## config.mk

```make
export PLATFORM = sky130hd
export DESIGN_NAME = spi_bus_bridge_slave
export DESIGN_NICKNAME = d
export VERILOG_FILES = /design/src/rtl/spi_bus_bridge_slave.sv
export SDC_FILE = /design/constraint.sdc
export NUM_CORES = 1
export LEC_CHECK = 0
export CAP_MARGIN = 10
export CORE_MARGIN = 1
export CORE_UTILIZATION = 48
export CTS_CLUSTER_SIZE = 8
export DETAILED_ROUTE_END_ITERATION = 7
export PLACE_DENSITY = 0.76
export SETUP_SLACK_MARGIN = 0.2
export SYNTH_ARGS = -nofsm -noshare
export SYNTH_HDL_FRONTEND = slang
export SYNTH_SLANG_ARGS = --single-unit
```

## constraint.sdc

```tcl
create_clock -name clk -period 1.88 [get_ports clk]
set_input_delay 0.376 -clock clk [delete_from_list [all_inputs] [get_ports clk]]
set_output_delay 0.376 -clock clk [all_outputs]
set_load 0.005 [all_outputs]
```

## src/rtl/spi_bus_bridge_slave.sv

```systemverilog
// ---------------------------------------------------------------------------
// spi_bus_bridge_slave
//
// SPI responder for the single-clock CS/MOSI/MISO frame protocol. Each frame
// becomes one req/ack bus transaction. Frames are LSB first, one bit per clk
// while cs is low:
//   bit0 = op (1 write, 0 read), addr[0..7], then data[0..7] for writes only.
// Read data is returned on miso for the 8 cycles that follow the ready pulse.
//
// Optional build macro: SPI_BRIDGE_PARITY_EN
//   When defined, a 9th miso bit (even parity of the read data) is sent after
//   the data bits, and op_done follows it. The write path does not change.
//
// Ports:
//   clk        single clock, all logic on posedge
//   rst        synchronous active-high reset
//   cs         frame select, active low
//   mosi       serial data from master
//   miso       serial read data to master
//   ready      one-cycle pulse, read data starts on the following cycle
//   op_done    one-cycle pulse at the end of every transaction
//   err        one-cycle pulse with op_done on a failed transaction
//   bus_req    bus request, held until bus_ack or timeout
//   bus_wr     1 = write, 0 = read
//   bus_addr   transaction address
//   bus_wdata  write data
//   bus_ack    one-cycle completion strobe from the bus
//   bus_rdata  read data, valid with bus_ack
// ---------------------------------------------------------------------------
module spi_bus_bridge_slave #(
    parameter int unsigned ADDR_LIMIT  = 32,
    parameter int unsigned ACK_TIMEOUT = 16   // must be 1..255
) (
    input  logic       clk,
    input  logic       rst,
    input  logic       cs,
    input  logic       mosi,
    output logic       miso,
    output logic       ready,
    output logic       op_done,
    output logic       err,
    output logic       bus_req,
    output logic       bus_wr,
    output logic [7:0] bus_addr,
    output logic [7:0] bus_wdata,
    input  logic       bus_ack,
    input  logic [7:0] bus_rdata
);

`ifdef SPI_BRIDGE_PARITY_EN
    localparam int unsigned TX_BITS = 9;
`else
    localparam int unsigned TX_BITS = 8;
`endif

    typedef enum logic [3:0] {
        IDLE,
        RX_ADDR,
        RX_DATA,
        BUS_WR,
        BUS_RD,
        READY,
        TX_DATA,
        DONE,
        WAIT_CS
    } state_t;

    state_t      state_q, state_d;
    logic [7:0]  cnt_q,   cnt_d;
    logic        op_q,    op_d;
    logic [7:0]  addr_q,  addr_d;
    logic [7:0]  data_q,  data_d;
    logic [8:0]  tx_q,    tx_d;
    logic        err_q,   err_d;
    logic        acked_q, acked_d;

    // Address with the current mosi bit shifted in; complete on the last
    // address bit, so the range check can steer the very next state.
    logic [7:0]  addr_shift;
    logic        shift_bad;
    logic        hold_bad;
    logic        tx_par;

    assign addr_shift = {mosi, addr_q[7:1]};
    assign shift_bad  = (32'(addr_shift) >= ADDR_LIMIT);
    assign hold_bad   = (32'(addr_q) >= ADDR_LIMIT);

`ifdef SPI_BRIDGE_PARITY_EN
    assign tx_par = ^bus_rdata;
`else
    assign tx_par = 1'b0;
`endif

    // ------------------------------------------------------------------
    // State and datapath registers
    // ------------------------------------------------------------------
    always_ff @(posedge clk) begin
        if (rst) begin
            state_q <= IDLE;
            cnt_q   <= '0;
            op_q    <= 1'b0;
            addr_q  <= '0;
            data_q  <= '0;
            tx_q    <= '0;
            err_q   <= 1'b0;
            acked_q <= 1'b0;
        end else begin
            state_q <= state_d;
            cnt_q   <= cnt_d;
            op_q    <= op_d;
            addr_q  <= addr_d;
            data_q  <= data_d;
            tx_q    <= tx_d;
            err_q   <= err_d;
            acked_q <= acked_d;
        end
    end

    // ------------------------------------------------------------------
    // Next-state logic
    // ------------------------------------------------------------------
    always_comb begin
        state_d = state_q;
        cnt_d   = cnt_q;
        op_d    = op_q;
        addr_d  = addr_q;
        data_d  = data_q;
        tx_d    = tx_q;
        err_d   = err_q;
        acked_d = acked_q;

        unique case (state_q)
            IDLE: begin
                if (!cs) begin
                    op_d    = mosi;
                    cnt_d   = '0;
                    err_d   = 1'b0;
                    acked_d = 1'b0;
                    state_d = RX_ADDR;
                end
            end

            RX_ADDR: begin
                if (cs) begin
                    err_d   = 1'b1;
                    state_d = DONE;
                end else begin
                    addr_d = addr_shift;
                    cnt_d  = cnt_q + 8'd1;
                    if (cnt_q == 8'd7) begin
                        cnt_d = '0;
                        if (op_q) begin
                            state_d = RX_DATA;
                        end else if (shift_bad) begin
                            // Out-of-range read still answers with 0x00.
                            err_d   = 1'b1;
                            tx_d    = '0;
                            state_d = READY;
                        end else begin
                            state_d = BUS_RD;
                        end
                    end
                end
            end

            RX_DATA: begin
                if (cs) begin
                    err_d   = 1'b1;
                    state_d = DONE;
                end else begin
                    data_d = {mosi, data_q[7:1]};
                    cnt_d  = cnt_q + 8'd1;
                    if (cnt_q == 8'd7) begin
                        cnt_d = '0;
                        if (hold_bad) begin
                            err_d   = 1'b1;
                            state_d = DONE;
                        end else begin
                            state_d = BUS_WR;
                        end
                    end
                end
            end

            BUS_WR: begin
                // One extra cycle after the ack keeps the write op_done two
                // cycles behind bus_ack.
                if (acked_q) begin
                    state_d = DONE;
                end else if (bus_ack) begin
                    acked_d = 1'b1;
                end else if (cnt_q == 8'(ACK_TIMEOUT - 1)) begin
                    err_d   = 1'b1;
                    state_d = DONE;
                end else begin
                    cnt_d = cnt_q + 8'd1;
                end
            end

            BUS_RD: begin
                if (bus_ack) begin
                    tx_d    = {tx_par, bus_rdata};
                    state_d = READY;
                end else if (cnt_q == 8'(ACK_TIMEOUT - 1)) begin
                    err_d   = 1'b1;
                    tx_d    = '0;
                    state_d = READY;
                end else begin
                    cnt_d = cnt_q + 8'd1;
                end
            end

            READY: begin
                cnt_d   = '0;
                state_d = TX_DATA;
            end

            TX_DATA: begin
                tx_d  = {1'b0, tx_q[8:1]};
                cnt_d = cnt_q + 8'd1;
                if (cnt_q == 8'(TX_BITS - 1)) begin
                    state_d = DONE;
                end
            end

            DONE: begin
                state_d = cs ? IDLE : WAIT_CS;
            end

            WAIT_CS: begin
                if (cs) begin
                    state_d = IDLE;
                end
            end

            default: state_d = IDLE;
        endcase
    end

    // ------------------------------------------------------------------
    // Outputs, decoded from registered state so reset clears them at once
    // ------------------------------------------------------------------
    always_comb begin
        miso      = 1'b0;
        ready     = 1'b0;
        op_done   = 1'b0;
        err       = 1'b0;
        bus_req   = 1'b0;
        bus_wr    = 1'b0;
        bus_addr  = '0;
        bus_wdata = '0;

        unique case (state_q)
            BUS_WR: begin
                bus_req   = !acked_q;
                bus_wr    = 1'b1;
                bus_addr  = addr_q;
                bus_wdata = data_q;
            end
            BUS_RD: begin
                bus_req  = 1'b1;
                bus_addr = addr_q;
            end
            READY:   ready = 1'b1;
            TX_DATA: miso  = tx_q[0];
            DONE: begin
                op_done = 1'b1;
                err     = err_q;
            end
            default: ;
        endcase
    end

endmodule
```

# Word-level counts from Yosys, hierarchy flattened
# Cells that the tools add are included.
# classes
eq_ne	27
n_mul	0
order_cmp	2
bitwise	1
n_mux	54
reduce_logical	16
shift	0
addsub	1
div	0
# ops
operator	n
8-bit two-way mux	8
9-bit two-way mux	6
4-bit two-way mux	13
8-bit case mux with 6 select lines	1
4-bit case mux with 9 select lines	1
9-bit case mux with 3 select lines	1
3-bit inequality test, second input constant	8
1-bit two-way mux	19
2-bit inequality test, second input constant	9
4-bit by 3-bit equality test with 1-bit output, second input constant	4
8-bit by 6-bit greater-or-equal comparator with 1-bit output, second input constant	2
8-bit AND reduction	2
8-bit by 1-bit adder with 8-bit output, second input constant	1
4-bit by 2-bit equality test with 1-bit output, second input constant	2
8-bit by 3-bit equality test with 1-bit output, second input constant	1
8-bit by 4-bit equality test with 1-bit output, second input constant	1
2-bit AND reduction	4
3-bit two-way mux	2
6-bit AND reduction	1
6-bit nonzero test	1
1-bit case mux with 5 select lines	1
5-bit nonzero test	1
4-bit by 1-bit equality test with 1-bit output, second input constant	1
4-bit equality test, second input constant	1
other kinds (8)	10
# word_totals
out_inout_bits	22
mem_count	0
latchBits	0
ram_bits	0
romBits	0
register_bits	40
input_bits	13

# Longest topological paths before layout
# depth
ltp_word	6
mapped_depth	8
depth_no_buf	6

# Worst setup path after synthesis
# No wires, ideal clock.
# synth_timing
path_kind	reg2reg
startpoint	register cnt_q[7]
endpoint	register state_q[1]
arrival_ps	1892
required_ps	1810
path_buffers	1
period_less_slack_ps	1962
setup_time_ps	70
slack_ps	-82
path_stages_with_launch	7
path_cell_list	dfxtp_1 -> or4_4 -> buf_6 -> nor3_4 -> o221ai_2 -> or4_1 -> a21oi_1
# synth_via
elab_chain_cells	3
elab_cells_between_ends	8
cone_classes	eq/ne: 7; reduce/logical: 1
# synth_lines
element	line	source
start, declared	69	logic [7:0] cnt_q, cnt_d;
start signal, assigned	109	cnt_q <= cnt_d;
8-bit by 4-bit equality test with 1-bit output or 8-bit by 3-bit equality test with 1-bit output (tied branches)	--	
3-bit inequality test (no source line) or 2-bit inequality test (tied branches)	--	
8-bit AND reduction (no source line) (*)	--	
end signal, assigned	108	state_q <= state_d;
end, declared	68	state_t state_q, state_d;
# Mark *: on every way between the ends. The rest lies on a longest branch, timed or not.
# A chain may end at the register's enable or synchronous reset.

# Worst setup path after layout
# layout_timing
startpoint	register state_q[1]
endpoint	register state_q[1]
# layout_via
elab_chain_cells	3
elab_cells_between_ends	19
cone_classes	eq/ne: 16; mux: 1; reduce/logical: 2
# layout_lines
element	line	source
4-bit by 2-bit equality test with 1-bit output (tied with other cells)	132	unique case (state_q)
3-bit inequality test (no source line) or 2-bit inequality test (tied branches)	--	
8-bit AND reduction (no source line)	--	
# Several ways; a longest one is shown, not always the timed one.

==> reports/results.md <==
| Item | This run | Unit |
|---|---|---|
| Outcome | complete, but fails checks | - |
| Failing checks | setup timing | - |
| I/O Buffers | 34 | - |
| Crit share post-route | 1.16 | - |
| Vias in the first global route | 2549 | - |
| Peak supply drop | 0.517 | mV |
| Most frequent cell after synthesis | dfxtp_1 | - |
| Starting density of the core | 0.520 | - |
| Vias post-DR | 2847 | - |
| Layout net count | 385 | - |
| FILL cells | 167 | - |
| Clock skew | 0.0111 | ns |
| Most instantiated cells after synthesis | 39 x dfxtp_1, 32 x nand2_1, 29 x a21oi_1 | - |
| Clock tree from TritonCTS | done | - |
| Area Overhead vs Synth | 71.0 | % |
| Clock root buffer master | clkbuf_8 | - |
| Max Slew Vio Count | 0 | - |
| Required @ worst endpoint | 2.12 | ns |
| Final setup violation count | 37 | - |
| Number of placement rows | 23 | - |
| Min Clock Period, post-route | 2.18 | ns |
| Relative slew slack | 0.482 | - |
| Die area | 4760 | sq um |
| Type of destination of the critical path | register | - |
| Achievable Freq | 0.459 | GHz |
| Portion of the post-synthesis area used by sequential elements | 0.363 | - |
| Hold Path Cell Cnt | 2 | - |
| Cell Count Post-Placement | 381 | - |
| Data arrival time of the critical path | 2.42 | ns |
| Latest clock arrival within the worst-skew pair | 0.31 | ns |
| Clock Sinks | 39 | - |
| Final ANT Viol Nets | 0 | - |
| Final Power | 4420 | uW |
| Max_cap viols | 0 | - |
| Area share of the largest cell type after synthesis | 0.363 | - |
| Final GP Congestion | 0.916 | - |
| Final instance area | 3680 | sq um |
| Final wirelength | 10400 | um |
| Distinct cell type count after synthesis | 52 | - |
| Pwr/cell area | 1200 | nW/um^2 |
| Post-route worst setup slack | -0.300 | ns |
| Final-layout setup total negative slack | -6.05 | ns |
| Class of the tightest hold or removal check | reg2reg | - |
| Fraction of met3 tracks used by global routing | 0.117 | - |
| Horizontal die dimension | 69.0 | um |
| First DRT Iteration DRCs | 404 | - |
| Syn_nets | 290 | - |
| Largest fanout of any net on the critical path | 6 | - |
| GR Util met1 | 0.375 | - |
| Number of I/O pins | 35 | - |
| Transition at the pin with the smallest max-transition slack | 0.770 | ns |
| Placeable core region | 4140 | sq um |
| Ys flop type | dfxtp_1 | - |
| Number of storage elements in the synthesis netlist | 39 | - |
| Busiest layer in global routing | met2 | - |
| First-pass GRT wire length | 12000 | um |
| Leakage component of the power | 0.00147 | uW |
| Number of enable-type register cells in the synthesized netlist | 0 | - |
| Depth of the most critical reg-to-reg path | 8 | - |
| Leftover overflow at the end of global routing | 0 | - |
| Average cell area after synthesis | 7.80 | sq um |
| Overall track demand over capacity in global routing | 0.350 | - |
| Initial antenna violation count | 0 | - |
| Clock-pin slew of the registers on the worst-case setup and hold paths | 0.09 | ns |
| Final hold vios | 0 | - |
| Final cell count without fillers | 423 | - |
| Largest net degree at the start of global routing | 21 | - |
| Detailed Place HPWL | 4080 | um |
| H-tree depth | 2 | - |
| Top cells by area, synth | dfxtp_1 36%, a21oi_1 6.7%, and2_1 5.8% | - |
| Die boundary height | 69.0 | um |
| Total placed instance area | 2820 | sq um |
| Total of warnings raised by yosys | 0 | - |
| Setup repair after global routing missed its margin | yes | - |
| Asr flop ratio synth | 0 | - |
| Library cell with the largest summed area after synthesis | dfxtp_1 | - |
| Mapped Area | 2150 | sq um |
| Deepest clock path buffer count | 2 | - |
| TritonCTS Buffers | 5 | - |
| Drt pass-1 iters | 6 | - |
| Share of layout cells above drive strength 1 | 0.511 | - |
| Kind of critical path | reg2reg | - |
| Residual DRC | 0 | - |
| Startpoint type of the worst setup path | register | - |
| Detail-routed net length per standard cell | 24.5 | um |
| Fraction of met2 tracks used by global routing | 0.586 | - |
| Synthesized instance count | 276 | - |
| Via density per instance | 6.73 | - |
## metal layers
metal | part of all wire | vias to the layer above | routed length, um
li1 | - | 1183 | -
met3 | 0.11 | 101 | 1100
met1 | 0.35 | 1312 | 3610
met2 | 0.46 | 251 | 4810
met5 | 0 | - | 0
met4 | 0.082 | 0 | 852
## final cells by class
type / count / area [sq um] / share of cell area
multi-input combinational: 213 / 1670 / 0.454
timing repair buffer: 108 / 998 / 0.271
sequential: 39 / 796 / 0.216
clock buffer: 5 / 68.8 / 0.0187
clock inverter: 3 / 67.6 / 0.0183
tap: 50 / 62.6 / 0.0170
inverter: 4 / 15.0 / 0.00408
antenna: 1 / 2.50 / 0.000680
## timing repair
item / 4_1_cts / 5_1_grt
buffers inserted: 29 / 3
gates resized for setup: 173 / 48
pin swaps: 37 / 13
endpoints found under the setup margin: 44 / 51
hold buffers: 0 / 0
cloned: 1 / 0
## kinds of logic (layout without fill, tap and decap cells)
logic type      after synthesis  in the layout  synth area share
flops                        39             39             0.363
compound gates               73             73             0.228
simple gates                135            136             0.339
other cells                   0              1                 0
fa+ha+maj                     1              1           0.00581
mux                           3              3            0.0151
buf+inv                      25            120            0.0494
## state kept, by name, indices dropped and copies added, names as in the netlist
signal   cells
addr_q       8
tx_q         8
op_q         1
err_q        1
data_q       8
acked_q      1
state_q      4
cnt_q        8
## where the power goes
| group | internal [uW] | total [uW] | switching [uW] | leakage [uW] |
|---|---|---|---|---|
| logic | 1230 | 2540 | 1310 | 0.00109 |
| registers | 915 | 1010 | 96.9 | 0.000319 |
| clock network | 530 | 868 | 338 | 0.0000644 |
| total | 2670 | 4420 | 1740 | 0.00147 |
## placed cells by master, fill, tap and decap left out, types with 3 or more instances in the layout
master / n
buf_2: 6
nand2b_1: 10
nor3_1: 4
a22oi_1: 7
nor3_2: 3
and3_1: 5
nor2_4: 6
dfxtp_2: 3
nand3_1: 14
nor2_1: 14
buf_8: 3
a221o_1: 5
buf_6: 40
a21oi_1: 19
o22ai_2: 7
clkdlybuf4s50_1: 11
dfxtp_4: 3
nand2b_4: 3
and2_1: 5
nand2_1: 29
clkbuf_8: 5
a21oi_2: 10
and2_4: 14
dfxtp_1: 33
buf_4: 46
inv_1: 4
## through the flow
stage	hold slack [ns]	util	setup slack [ns]
global route	0.510	0.888	-0.360
CTS	0.457	0.830	-0.178
floorplan	0.432	-	-0.00506
detailed placement	0.445	0.680	-0.335
finish	0.477	0.889	-0.300
global placement	0.439	0.680	-0.228
## worst max-delay path, cell delays in order (launching register included)
cell,delay [ns]
dfxtp_4,0.38
buf_4,0.14
buf_6,0.12
nor2_1,0.09
buf_4,0.19
a21oi_1,0.40
o221ai_2,0.21
or4_4,0.45
a21oi_2,0.12
## worst paths after layout
kind               from         end  slack (ns)
max          state_q[1]  state_q[1]       -0.30
max reg2reg  state_q[1]  state_q[1]       -0.30
min           addr_q[0]   addr_q[0]        0.48
min reg2reg   addr_q[0]   addr_q[0]        0.48
(Power assumes the default switching activity.)
